<file path="src/rtl/l1_dcache_wb.sv">
// Direct-mapped, write-back, write-allocate L1 data cache: 32-bit core port in front of a 128-bit line memory.
// A miss writes back a dirty victim, refills the line, then replays the access through LOOKUP as a hit.
module l1_dcache_wb #(
  parameter int NUM_LINES = 16
) (
  input  logic         clk_i,
  input  logic         rst_ni,
  input  logic         core_req,
  output logic         core_gnt,
  input  logic         core_we,
  input  logic [31:0]  core_addr,
  input  logic [31:0]  core_wdata,
  input  logic [3:0]   core_be,
  output logic         core_rvalid,
  output logic [31:0]  core_rdata,
  output logic         mem_req,
  input  logic         mem_gnt,
  output logic         mem_we,
  output logic [31:0]  mem_addr,
  output logic [127:0] mem_wdata,
  output logic [15:0]  mem_wstrb,
  input  logic [127:0] mem_rdata,
  input  logic         mem_rvalid
);
  localparam int IDX_W = $clog2(NUM_LINES);
  localparam int TAG_W = 28 - IDX_W;

  typedef enum logic [2:0] {
    S_IDLE, S_LOOKUP, S_WB_REQ, S_WB_DONE, S_FILL_REQ, S_FILL_WAIT
  } state_e;

  state_e               state_q, state_d;
  logic                 issued_q, issued_d;
  logic                 req_we_q;
  logic [31:2]          req_addr_q;
  logic [31:0]          req_wdata_q;
  logic [3:0]           req_be_q;
  logic [31:0]          rdata_q;
  logic [NUM_LINES-1:0] valid_q, dirty_q;
  logic [127:0]         data_q [NUM_LINES];
  logic [TAG_W-1:0]     tag_q  [NUM_LINES];

  logic [IDX_W-1:0] req_idx;
  logic [TAG_W-1:0] req_tag;
  logic [1:0]       req_word;
  logic [127:0]     cur_line, merged_line;
  logic [31:0]      cur_word;
  logic             hit, store_hit, fill, wb_done;
  logic             unused_addr_bits;

  assign req_idx          = req_addr_q[4 +: IDX_W];
  assign req_tag          = req_addr_q[31 -: TAG_W];
  assign req_word         = req_addr_q[3:2];
  assign cur_line         = data_q[req_idx];
  assign cur_word         = cur_line[{req_word, 5'd0} +: 32];
  assign hit              = valid_q[req_idx] && (tag_q[req_idx] == req_tag);
  assign unused_addr_bits = ^core_addr[1:0];

  // NOTE: every always_comb output gets a default first, so no path can leave it unassigned and infer a latch.
  always_comb begin
    merged_line = cur_line;
    for (int b = 0; b < 4; b++) begin
      if (req_be_q[b]) merged_line[{req_word, 5'd0} + 7'(b * 8) +: 8] = req_wdata_q[b*8 +: 8];
    end
  end

  always_comb begin
    state_d     = state_q;
    issued_d    = issued_q;
    core_gnt    = 1'b0;
    core_rvalid = 1'b0;
    core_rdata  = rdata_q;
    mem_req     = 1'b0;
    mem_we      = 1'b0;
    mem_addr    = '0;
    mem_wdata   = '0;
    mem_wstrb   = '0;
    store_hit   = 1'b0;
    fill        = 1'b0;
    wb_done     = 1'b0;
    unique case (state_q)
      S_IDLE: begin
        core_gnt = core_req;
        if (core_req) state_d = S_LOOKUP;
      end
      S_LOOKUP: begin
        issued_d = 1'b0;
        if (hit) begin
          core_rvalid = 1'b1;
          core_rdata  = req_we_q ? 32'h0 : cur_word;
          store_hit   = req_we_q;
          state_d     = S_IDLE;
        end else if (dirty_q[req_idx]) begin
          state_d = S_WB_REQ;
        end else begin
          state_d = S_FILL_REQ;
        end
      end
      S_WB_REQ: begin
        // A request is only raised once the grant of the previous one has drained.
        mem_req   = issued_q || !mem_gnt;
        mem_we    = 1'b1;
        mem_addr  = {tag_q[req_idx], req_idx, 4'h0};
        mem_wdata = cur_line;
        mem_wstrb = 16'hFFFF;
        if (issued_q && mem_gnt) begin
          issued_d = 1'b0;
          state_d  = S_WB_DONE;
        end else begin
          issued_d = mem_req;
        end
      end
      S_WB_DONE: begin
        wb_done = 1'b1;
        state_d = S_FILL_REQ;
      end
      S_FILL_REQ: begin
        mem_req  = issued_q || !mem_gnt;
        mem_addr = {req_tag, req_idx, 4'h0};
        if (issued_q && mem_gnt) begin
          issued_d = 1'b0;
          state_d  = S_FILL_WAIT;
        end else begin
          issued_d = mem_req;
        end
      end
      S_FILL_WAIT: begin
        if (mem_rvalid) begin
          fill    = 1'b1;
          state_d = S_LOOKUP;
        end
      end
      default: state_d = S_IDLE;
    endcase
  end

  // NOTE: state registers use non-blocking assignments so every flop samples pre-edge values.
  always_ff @(posedge clk_i or posedge rst_ni) begin
    if (rst_ni) begin
      state_q     <= S_IDLE;
      issued_q    <= 1'b0;
      req_we_q    <= 1'b0;
      req_addr_q  <= '0;
      req_wdata_q <= '0;
      req_be_q    <= '0;
      rdata_q     <= '0;
      valid_q     <= '0;
      dirty_q     <= '0;
    end else begin
      state_q  <= state_d;
      issued_q <= issued_d;
      if (core_gnt) begin
        req_we_q    <= core_we;
        req_addr_q  <= core_addr[31:2];
        req_wdata_q <= core_wdata;
        req_be_q    <= core_be;
      end
      if (core_rvalid) rdata_q <= core_rdata;
      if (fill) begin
        valid_q[req_idx] <= 1'b1;
        dirty_q[req_idx] <= 1'b0;
      end
      if (store_hit) dirty_q[req_idx] <= 1'b1;
      if (wb_done)   dirty_q[req_idx] <= 1'b0;
    end
  end

  // NOTE: line data and tags are not reset; the cleared valid bits make their contents irrelevant.
  always_ff @(posedge clk_i) begin
    if (fill) begin
      data_q[req_idx] <= mem_rdata;
      tag_q[req_idx]  <= req_tag;
    end else if (store_hit) begin
      data_q[req_idx] <= merged_line;
    end
  end
endmodule

</file>
<file path="config.mk">
export PLATFORM = sky130hd
export DESIGN_NAME = l1_dcache_wb
export DESIGN_NICKNAME = d
export VERILOG_FILES = /design/src/rtl/l1_dcache_wb.sv
export SDC_FILE = /design/constraint.sdc
export NUM_CORES = 2
export LEC_CHECK = 0
export ABC_AREA = 1
export CELL_PAD_IN_SITES_DETAIL_PLACEMENT = 2
export CELL_PAD_IN_SITES_GLOBAL_PLACEMENT = 2
export CORE_MARGIN = 8
export CORE_UTILIZATION = 40
export CTS_CLUSTER_DIAMETER = 50
export DETAILED_ROUTE_END_ITERATION = 6
export PLACE_DENSITY = 0.73
export SYNTH_ARGS = -nofsm -noshare
export SYNTH_HDL_FRONTEND = slang
export SYNTH_SLANG_ARGS = --single-unit
export TNS_END_PERCENT = 1
</file>
<file path="constraint.sdc">
create_clock -name clk_i -period 12.9 [get_ports clk_i]
set_input_delay 3.225 -clock clk_i [delete_from_list [all_inputs] [get_ports clk_i]]
set_output_delay 3.225 -clock clk_i [all_outputs]
set_load 0.01 [all_outputs]
</file>
==> impl_metrics.csv <==
group,metric,value,unit
run_status,status,"finished with violations",
run_status,violations,"max-capacitance violations",
place,post-dp-hpwl,249000,um
clocking,cts-resized-gates,0,
die,dieHeight,520,um
route,drcViolationCount,0,
timing,min_period,10830,ps
place,place_congestion,0.837,
place,place_ws,3220,ps
yosys,ys_seq_area_share,75.1,%
worst_setup_path,reg2reg_from,"req_addr_q[4]$_DFFE_PP0P_",
worst_setup_path,endpoint_kind,"primary output",
route,num_vias,74100,
power_and_ir_drop,power.switching,0.0118,W
clocking,root_buffer,"clkbuf_16",
yosys,ys_ff_latch,2567,
yosys,synth_top_area_share,71.8,%
worst_setup_path,cp_max_fo,102,
power_and_ir_drop,p_clk_share,31.2,%
worst_setup_path,required,9680,ps
timing,slew_headroom,1.55,%
yosys,avgSynthCellArea,13.1,um2
power_and_ir_drop,power_density,243,nW/um2
final_layout,area_delta_synth_final,18.3,%
route,dr.first_iter.drc_count,8575,
final_layout,final_layout_size_suffix_gt1_share,8.67,%
route,routed_wl,443000,um
place,dp.cells,11200,
timing,fmax,92.3,MHz
yosys,yosys.area.top_type,"edfxtp_1",
die,die_area,271000,um2
yosys,yosysWarnings,0,
final_layout,stdcell_count,11800,
power_and_ir_drop,p_int,0.0174,W
clocking,postCtsSetupBuffers,0,
clocking,clock_latency,960,ps
timing,finalSetupViolCount,0,
clocking,cts_hold_buf,0,
power_and_ir_drop,p_sw_share,40.5,%
hold_path,worstHoldPathType,"reg2reg",
worst_setup_path,r2r_end,"data_q[9][86]$_DFFE_PP_",
route,wl_per_cell,37.5,um
final_layout,final_cell_mix,"edfxtp_1, nand2_1, a22oi_1",
clocking,htree_levels,5,
timing,slew_violations,0,
yosys,yosysUniqueCellTypes,31,
hold_path,min_to,"valid_q[13]$_DFFE_PP0P_",
place,io_buffers,407,
route,drt_first_pass_iters,6,
worst_setup_path,worstPathArrival,7610,ps
die,coreArea,253000,um2
power_and_ir_drop,p_seq_share,34.1,%
power_and_ir_drop,p_leak,41.7,nW
die,die_x,520,um
power_and_ir_drop,ir_drop,0.190,mV
yosys,ys_top_cells_by_area,"edfxtp_1, nand2_1, a22oi_1",
hold_path,worstHoldPathCells,2,
global_routing,grt_use_total,31.6,%
timing,fin_setup_tns,0,ps
clocking,path_clk_slew,60,ps
worst_setup_path,ff2ff_path_depth,20,
yosys,synthCells,7773,
power_and_ir_drop,pwr-share-comb,34.8,%
run,drv_cap,1,
final_layout,layout_commonest_cell,"edfxtp_1",
global_routing,gr-total-overflow,0,
die,start_util,40.2,%
die,rows,185,
global_routing,grt_first_pass_wirelength,617000,um
timing,finalHoldViolations,0,
die,io_pins,414,
worst_setup_path,critPathKind,"reg2out",
hold_path,min-delay-start,"valid_q[13]$_DFFE_PP0P_",
timing,clock_skew,98.4,ps
global_routing,grt_max_degree,148,
timing,fin_ws,2070,ps
clocking,cts_tree,"done",
clocking,cts.sinks,2567,
clocking,cts_buffers,328,
clocking,clockBufferDepth,4,
final_layout,nets,8403,
power_and_ir_drop,power,0.0292,W
yosys,syn-cell-area,102000,um2
timing,rsz0062_at_grt,"false",
worst_setup_path,startpoint_type,"flip-flop",
worst_setup_path,r2r_slack,4980,ps
timing,tightest_slew,1470,ps
global_routing,antenna_found_initial,28,
route,avgViaCountPerCell,6.27,
global_routing,grt_pass1_vias,79900,
timing,finalCritPeriodShare,84.0,%
route,postRouteAntennaNets,0,
worst max-delay path, cell delays in order, from the launching register on:
cell	delay (ps)
dfrtp_2	380
buf_4	420
nand2_1	620
inv_8	790
buf_4	910
buf_4	830
a22oi_1	280
nand2_1	130
nand2_1	50
nand4_1	130
inv_1	90
a21oi_1	140
o21ai_0	460
nand2_1	270
nand3_1	190
nand2_1	180
clkdlybuf4s50_1	570
power groups by stage:
stage | registers, W | logic, W | clock network (W)
after floorplan | 0.00985 | 0.00505 | 0
after global placement | 0.0101 | 0.00931 | 0
after detailed placement | 0.0101 | 0.00967 | 0
after CTS | 0.00994 | 0.00992 | 0.00917
after global routing | 0.00996 | 0.0105 | 0.00942
final | 0.00996 | 0.0102 | 0.00911
per-layer routing:
metal,global-route usage [%],vias up,routed length (um)
met3,5.46,1199,33000
met5,0,-,126
met1,38.3,39100,163000
met2,52.1,4112,211000
li1,-,29700,-
met4,21.1,18,35800
synth_stat cells, drive strengths merged:
cell / n
dfrtp: 135
edfxtp: 2432
a21oi: 312
nor2: 326
buf: 138
nand4: 104
nand2: 2150
nand3: 70
or2: 8
clkbuf: 363
and2: 1
o21ai: 308
inv: 176
ha: 5
o31ai: 1
a22oi: 1024
o32ai: 6
nor4: 65
nand3b: 2
conb: 1
nor3: 6
o22ai: 126
clkinv: 14
layout make-up:
cell class | instances | area (um2)
clock buffer | 413 | 8810
tap | 3366 | 4210
fill | 24300 | 133000
inverter | 190 | 758
clock inverter | 164 | 1610
antenna | 7 | 17.5
sequential | 2567 | 76400
timing repair buffer | 591 | 5670
multi-input combinational | 4518 | 22900
stage by stage:
stage / hold slack, ps / utilization (%) / cell area (um2)
after floorplan: 420 / - / 102000
after global placement: 431 / 43.4 / 110000
after detailed placement: 443 / 43.4 / 110000
after CTS: 458 / 47.5 / 120000
after global routing: 488 / 47.5 / 120000
final: 458 / 47.5 / 120000
cells by family after synthesis:
group | Yosys count | share of synthesized area (%)
AND/OR/NAND/NOR | 2732 | 10.6
flip-flops | 2567 | 75.1
buffers and inverters | 691 | 2.77
adder cells (fa/ha/maj) | 5 | 0.0615
other | 1 | 0.00368
AO/OA/AOI/OAI | 1777 | 11.4
worst max path at each step:
stage / endpoint / cells after the start / from / slack [ps]
2_1_floorplan: data_q[11][0]$_DFFE_PP_ / 7 / mem_rvalid / 4630
3_3_place_gp: core_rdata[1] / 16 / req_addr_q[5]$_DFFE_PP0P_ / 3370
3_5_place_dp: core_rdata[1] / 16 / req_addr_q[5]$_DFFE_PP0P_ / 3220
4_1_cts: core_rdata[1] / 16 / req_addr_q[5]$_DFFE_PP0P_ / 2170
5_1_grt: core_rdata[1] / 16 / req_addr_q[5]$_DFFE_PP0P_ / 2050
6_report: core_rdata[1] / 16 / req_addr_q[5]$_DFFE_PP0P_ / 2070
state kept, by name, indices dropped and copies added (netlist names), 4 cells and up:
signal       cells
data_q        2048
rdata_q         32
req_be_q         4
dirty_q         16
req_wdata_q     32
tag_q          384
req_addr_q      30
valid_q         16
No activity file was read; power rests on OpenSTA's default activity.
